$ cat src/rtl/uart_rx_buffer.sv
// 8N1 UART receiver (4x oversampled) feeding a 2^ADDR_WIDTH-byte RAM FIFO.
// The bus side pops one byte per strobe; overrun and frame errors are sticky until cleared.
module uart_rx_buffer #(
   parameter int unsigned ADDR_WIDTH  = 8,
   parameter int unsigned SYNC_STAGES = 2
) (
   input  logic                  clk,
   input  logic                  reset,
   input  logic                  baud_x4,
   input  logic                  serial_rx,
   input  logic                  rd_strobe,
   input  logic                  clr_err,
   output logic [7:0]            rd_data,
   output logic                  rd_ack,
   output logic                  rd_avail,
   output logic [ADDR_WIDTH:0]   count,
   output logic                  overrun,
   output logic                  frame_err
);

   localparam int unsigned PtrW  = ADDR_WIDTH + 1;
   localparam int unsigned Depth = 2 ** ADDR_WIDTH;

   typedef enum logic [2:0] {StIdle, StStart, StData, StStop, StBreak} rx_state_e;

   logic [SYNC_STAGES-1:0] sync_q;
   logic                   rx_s;

   rx_state_e  state_q, state_d;
   logic [1:0] tick_q, tick_d;
   logic [2:0] bit_q, bit_d;
   logic [7:0] shreg_q, shreg_d;
   logic       wr_req_q, wr_req_d;
   logic       frame_set;

   logic [PtrW-1:0] wptr_q, wptr_d, rptr_q, rptr_d, count_q;
   logic [7:0]      mem [Depth];
   logic [7:0]      rd_data_q;
   logic            rd_ack_q, overrun_q, frame_err_q;
   logic            full, pop, push, overrun_set;

   assign rx_s = sync_q[SYNC_STAGES-1];

   always_comb begin
      state_d   = state_q;
      tick_d    = tick_q;
      bit_d     = bit_q;
      shreg_d   = shreg_q;
      wr_req_d  = 1'b0;
      frame_set = 1'b0;
      if (baud_x4) begin
         unique case (state_q)
            StIdle: begin
               if (!rx_s) begin
                  state_d = StStart;
                  tick_d  = 2'd0;
               end
            end
            StStart: begin
               tick_d = tick_q + 2'd1;
               if (tick_q == 2'd1) begin
                  if (!rx_s) begin
                     state_d = StData;
                     tick_d  = 2'd0;
                     bit_d   = 3'd0;
                  end else begin
                     state_d = StIdle;
                  end
               end
            end
            StData: begin
               tick_d = tick_q + 2'd1;
               if (tick_q == 2'd3) begin
                  shreg_d = {rx_s, shreg_q[7:1]};
                  bit_d   = bit_q + 3'd1;
                  if (bit_q == 3'd7) begin
                     state_d = StStop;
                     tick_d  = 2'd0;
                  end
               end
            end
            StStop: begin
               tick_d = tick_q + 2'd1;
               if (tick_q == 2'd3) begin
                  if (rx_s) begin
                     wr_req_d = 1'b1;
                     state_d  = StIdle;
                  end else begin
                     frame_set = 1'b1;
                     state_d   = StBreak;
                  end
               end
            end
            StBreak: begin
               if (rx_s) begin
                  state_d = StIdle;
               end
            end
            default: state_d = StIdle;
         endcase
      end
   end

   // A pop in the same cycle frees a slot, so a write into a full FIFO is still accepted.
   assign full        = (wptr_q[ADDR_WIDTH] != rptr_q[ADDR_WIDTH]) &&
                        (wptr_q[ADDR_WIDTH-1:0] == rptr_q[ADDR_WIDTH-1:0]);
   assign pop         = rd_strobe && (count_q != '0);
   assign push        = wr_req_q && (!full || pop);
   assign overrun_set = wr_req_q && full && !pop;
   assign wptr_d      = wptr_q + PtrW'(push);
   assign rptr_d      = rptr_q + PtrW'(pop);

   always_ff @(posedge clk) begin
      if (reset) begin
         sync_q      <= '1;
         state_q     <= StIdle;
         tick_q      <= 2'd0;
         bit_q       <= 3'd0;
         shreg_q     <= 8'd0;
         wr_req_q    <= 1'b0;
         wptr_q      <= '0;
         rptr_q      <= '0;
         count_q     <= '0;
         rd_ack_q    <= 1'b0;
         overrun_q   <= 1'b0;
         frame_err_q <= 1'b0;
      end else begin
         sync_q      <= {sync_q[SYNC_STAGES-2:0], serial_rx};
         state_q     <= state_d;
         tick_q      <= tick_d;
         bit_q       <= bit_d;
         shreg_q     <= shreg_d;
         wr_req_q    <= wr_req_d;
         wptr_q      <= wptr_d;
         rptr_q      <= rptr_d;
         count_q     <= wptr_d - rptr_d;
         rd_ack_q    <= pop;
         // Set has priority over clear.
         overrun_q   <= overrun_set || (overrun_q && !clr_err);
         frame_err_q <= frame_set || (frame_err_q && !clr_err);
      end
   end

   // Kept reset-free so the array maps onto block RAM.
   always_ff @(posedge clk) begin
      if (push) begin
         mem[wptr_q[ADDR_WIDTH-1:0]] <= shreg_q;
      end
   end

   always_ff @(posedge clk) begin
      if (reset) begin
         rd_data_q <= 8'd0;
      end else if (pop) begin
         rd_data_q <= mem[rptr_q[ADDR_WIDTH-1:0]];
      end
   end

   assign rd_data   = rd_data_q;
   assign rd_ack    = rd_ack_q;
   assign rd_avail  = (count_q != '0);
   assign count     = count_q;
   assign overrun   = overrun_q;
   assign frame_err = frame_err_q;

endmodule

$ cat config.mk
export PLATFORM = sky130hd
export DESIGN_NAME = uart_rx_buffer
export DESIGN_NICKNAME = d
export VERILOG_FILES = /design/src/rtl/uart_rx_buffer.sv
export SDC_FILE = /design/constraint.sdc
export NUM_CORES = 2
export LEC_CHECK = 0
export ABC_AREA = 1
export CAP_MARGIN = 0
export CORE_UTILIZATION = 57
export CTS_CLUSTER_DIAMETER = 100
export DETAILED_ROUTE_END_ITERATION = 16
export PLACE_DENSITY = 0.76
export SYNTH_ARGS = -nofsm -noshare
export SYNTH_HDL_FRONTEND = slang
export SYNTH_SLANG_ARGS = --single-unit
$ cat constraint.sdc
create_clock -name clk -period 4.49 [get_ports clk]
set_input_delay 0.898 -clock clk [delete_from_list [all_inputs] [get_ports clk]]
set_output_delay 0.898 -clock clk [all_outputs]
set_load 0.03 [all_outputs]
# ---- After elaboration in Yosys (flattened, before gate mapping)
# Memory sizes are Yosys's and may differ from the RTL's. A register that Yosys moved wholly into a read port is not among the register bits.
# Cells that the tools add are included.
# Widths: inputs -> output; s select.
dict set report word_totals {
  register_bits 49
  ramBits 2048
  inputBits 6
  output_inout_bits 21
  word_cells 85
  memories 1
}
dict set report op_classes {
  n_addsub 5
  eq_ne 16
  mux 26
  bitwise 3
  n_reduce_logical 22
}
# memory words word_bits rd rd_ports_with_merged_regs write_ports line_no
set mem_list {}
lappend mem_list {mem 256 8 1 1 1 37} ;# logic [7:0] mem [Depth];
# op count
set op_table {}
lappend op_table {{$mux 3} 10}
lappend op_table {{$add 9x1->9} 2}
lappend op_table {{$pmux 3 s5} 1}
lappend op_table {{$ne 2x2->1 const B} 7}
lappend op_table {{$mux 2} 6}
lappend op_table {{$reduce_bool 9->1} 1}
lappend op_table {{$sub 9x9->9} 1}
lappend op_table {{$eq 8x8->1} 1}
lappend op_table {{$pmux 2 s4} 1}
lappend op_table {{$logic_and 1x1->1} 7}
lappend op_table {{$mux 1} 7}
lappend op_table {{$reduce_and 7->1} 1}
lappend op_table {{$eq 3x2->1 const B} 2}
lappend op_table {{$eq 3x3->1 const B} 2}
lappend op_table {{$pmux 3 s2} 1}
lappend op_table {{$reduce_and 3->1} 2}
lappend op_table {{$reduce_and 5->1} 1}
lappend op_table {{$reduce_bool 4->1} 1}
lappend op_table {{$reduce_or 4->1} 1}
lappend op_table {{$add 3x1->3 const B} 1}
lappend op_table {{$eq 3x1->1 const B} 1}
lappend op_table {{$logic_not 1->1} 3}
lappend op_table {{$logic_not 3->1} 1}
lappend op_table {{$logic_or 1x1->1} 3}
lappend op_table {{other kinds (6)} 8}

# ---- Logic depth before layout (Yosys ltp)
dict set report depth {
  depth_word 7
  mapped_depth 26
  mapped_depth_nobuf 21
}

# ---- Least setup slack after synthesis
# No wires, ideal clock.
dict set report synth_path {
  path_type {register to register}
  startpoint {reg shreg_q[7]}
  endpoint {mem mem[0][7] (data pin)}
  setup_ps 859
  t_arrival_ps 3413
  required_ps 3631
  setup_slack_ps 218
  path_stages_with_launch 1
  n_path_buf 0
  path_cell_list {dfxtp_1}
}
# element line_no
set synth_lines {}
lappend synth_lines {{from (decl)} 32} ;# logic [7:0] shreg_q, shreg_d;
lappend synth_lines {{from (signal assigned)} 132} ;# shreg_q <= shreg_d;
lappend synth_lines {{to (decl)} 37}
# Straight into the memory's write port.

==> results.yml <==
cells_and_area:
  final_common_cell: "nand2_1"
  nets: 8133
  drive_above_1_share: 0.05646
  design_area_mm2: 0.09655
  area_growth_pct: 8.793
  layout_common_cells: "nand2_1 (2326), edfxtp_1 (2048), nor2_1 (1254)"
  final_util: 0.6260
sta:
  finalHoldViolations: 0
  worst_clock_skew_ns: 0.03138
  whs_ns: 0.4231
  final.period_utilization: 0.7977
  fmax_mhz: 279.2
  slew_viol_final: 0
  setup_tns_ns: 0
  rsz0062_at_grt: "no"
  tightest_slew_ns: 1.147
  slew_headroom: 0.2354
  period_minus_slack_ns: 3.582
  setup_viol: 0
yosys:
  synth-edff-count: 2048
  synth_cell_types: 39
  synth.cell_area_mm2: 0.08875
  ys.flop_type: "edfxtp_1"
  synth-seq-cells: 2105
  synth.area.top_cells: "edfxtp_1 (69%), nand2_1 (9.9%), nor2_1 (5.3%)"
  synth_seq_area_share: 0.7058
  synthCells: 8261
  yosysTopAreaCell: "edfxtp_1"
  syn_avg_cell_area_um2: 10.74
  async_reset_ff_frac: 0
  synthesis.nets: 8285
  synth_warnings: 0
  synth_top_area_share: 0.6930
job:
  maxCapViolations: 0
placement:
  dp_hpwl_mm: 126.2
  place_congestion: 0.8937
  post_dp_cell_area_mm2: 0.09048
  numPortBuffers: 26
pwr:
  powerDensity_mw_per_mm2: 423.9
  pwr-share-seq: 0.520
  power.internal_uw: 31080
  swShare: 0.2408
  p_total_uw: 40930
  combPwrFrac: 0.092
  clock_power_share: 0.388
  p_switching_uw: 9854
  peakVddDrop_uv: 429.7
  total_leakage_power_uw: 0.03477
route:
  wl_per_cell_um: 22.02
  vias_per_cell: 5.798
  vias: 59823
  ant_nets: 0
  drcViolationCount: 0
  drtIter0Drc: 8142
  drt_wl_total_mm: 227.2
  firstDrtPassIters: 6
critical_path:
  r2r_start: "rptr_q[0]$_SDFF_PP0_"
  endpoint_kind: "flip-flop"
  cp.required_ns: 5.27
  reg2reg_depth: 14
  worstSetupPathType: "flip-flop to flip-flop"
  startpoint_type: "flip-flop"
  critical_path.startpoint: "rptr_q[0]$_SDFF_PP0_"
  worstPathArrival_ns: 4.36
  reg2reg_to: "rd_data[6]$_SDFFE_PP0P_"
  crit_fanout: 134
  r2r_slack_ns: 0.91
die:
  fp.dieH_um: 396.6
  rows: 144
  start_util: 0.5754
  die_area_mm2: 0.1573
  ios: 27
  fp.dieW_um: 396.6
  core_mm2: 0.1542
clock_tree:
  cts_hold_buf: 0
  cts_buffers: 196
  ctsResizeCount: 0
  clockBufferDepth: 3
  cts_sinks: 2105
  postCtsSetupRepairBufs: 0
  tritoncts: "yes"
  clk_pin_slew_ns: 0.06
  cts-htree-levels: 4
  insertion_delay_ns: 0.84
  root_buffer: "clkbuf_16"
global_routing:
  grt_pass1_wl_mm: 342.0
  grt_pass1_vias: 57942
  grt_max_degree: 202
  grt-ovfl-total: 0
  antenna_found_initial: 8
  gr-usage-all-layers: 0.2883
hold_path:
  whs_path_depth: 1
  hold_end: "sync_q[1]$_SDFF_PP1_"
  hp-class: "flip-flop to flip-flop"
  hp-start: "sync_q[0]$_SDFF_PP1_"
status:
  status: "finished, final reports clean"
==> sequential cells by signal (all words and copies together), names as in the netlist <==
signal	cells
rd_ack	1
sync_q	2
rptr_q	9
mem	2048
count	9
overrun	1
frame_err	1
wptr_q	9
tick_q	2
shreg_q	8
state_q	3
bit_q	3
rd_data	8
wr_req_q	1
==> routing by layer <==
metal | vias to the layer above | wire length, um | track usage
met5 | - | 53 | 0
met1 | 28403 | 85080 | 0.3890
met3 | 571 | 26290 | 0.06110
met2 | 3466 | 106100 | 0.4524
li1 | 27375 | - | -
met4 | 8 | 9687 | 0.1300
==> metrics by stage <==
stage | setup WS (ns) | instances
6_report | 0.9083 | 10317
5_1_grt | 0.5623 | 10316
4_1_cts | 0.9587 | 10316
3_5_place_dp | 0.4802 | 9955
3_3_place_gp | 0.2165 | 9955
2_1_floorplan | 0.2177 | 8261
==> power groups by stage <==
stage               clock network [uW]  registers, uW  logic (uW)
floorplan                            0          21700        2740
detailed placement                   0          21700        3680
CTS                              15900          21300        3710
global route                     16700          21300        4160
global placement                     0          21700        3610
finish                           15900          21300        3770
==> logic make-up after synthesis <==
family                   share of synthesized area
adder cells (fa/ha/maj)                   0.002622
buffers and inverters                      0.04851
AO/OA/AOI/OAI                              0.03447
AND/OR/NAND/NOR                             0.2070
XOR/XNOR                                  0.001579
flip-flops                                  0.7058
==> area by class of cell <==
type	count	area, um2
diodes	1	2.502
clock buffers	266	5365
clock inverters	95	703.2
fillers	11548	57680
inverters	520	1974
multi-input cells	5157	21820
flip-flops and latches	2105	62680
well taps	2044	2557
repair buffers	129	1441
==> worst max-delay path, stage by stage, from the launching register on <==
cell and delay, ns:
dfxtp_4 0.42, buf_12 0.48, buf_4 0.75, nor2_1 0.11, nor2_1 0.11, o21ai_0 0.09, a21oi_1 0.38, nor2_1 0.13
nand2_1 0.17, nand3_1 0.13, nand3_1 0.24, nand3_1 0.18, nand3_1 0.11, nand2_1 0.06, inv_1 0.04
==> cell usage after synthesis, drive strengths merged, types with 2 or more instances <==
cell type	instances
edfxtp	2048
a21oi	151
dfxtp	57
inv	515
a211oi	2
buf	238
ha	17
a22oi	2
nor4	5
nand4	4
a31oi	2
o211ai	16
o21ai	419
nand2	2342
clkbuf	241
nor2	1284
o22ai	2
or2	37
xnor2	4
clkinv	5
nor3	7
xor2	12
nand3	847
==> worst max path at each step <==
| stage | endpoint | slack (ns) | depth (start not counted) |
|---|---|---|---|
| floorplan | mem[0][7]$_DFFE_PP_ | 0.22 | 0 |
| finish | rd_data[6]$_SDFFE_PP0P_ | 0.91 | 14 |
| CTS | rd_data[6]$_SDFFE_PP0P_ | 0.96 | 14 |
| global route | count[7]$_SDFF_PP0_ | 0.56 | 18 |
| global placement | count[7]$_SDFF_PP0_ | 0.22 | 19 |
| detailed placement | count[7]$_SDFF_PP0_ | 0.48 | 19 |
No activity file was read; power rests on OpenSTA's default activity.
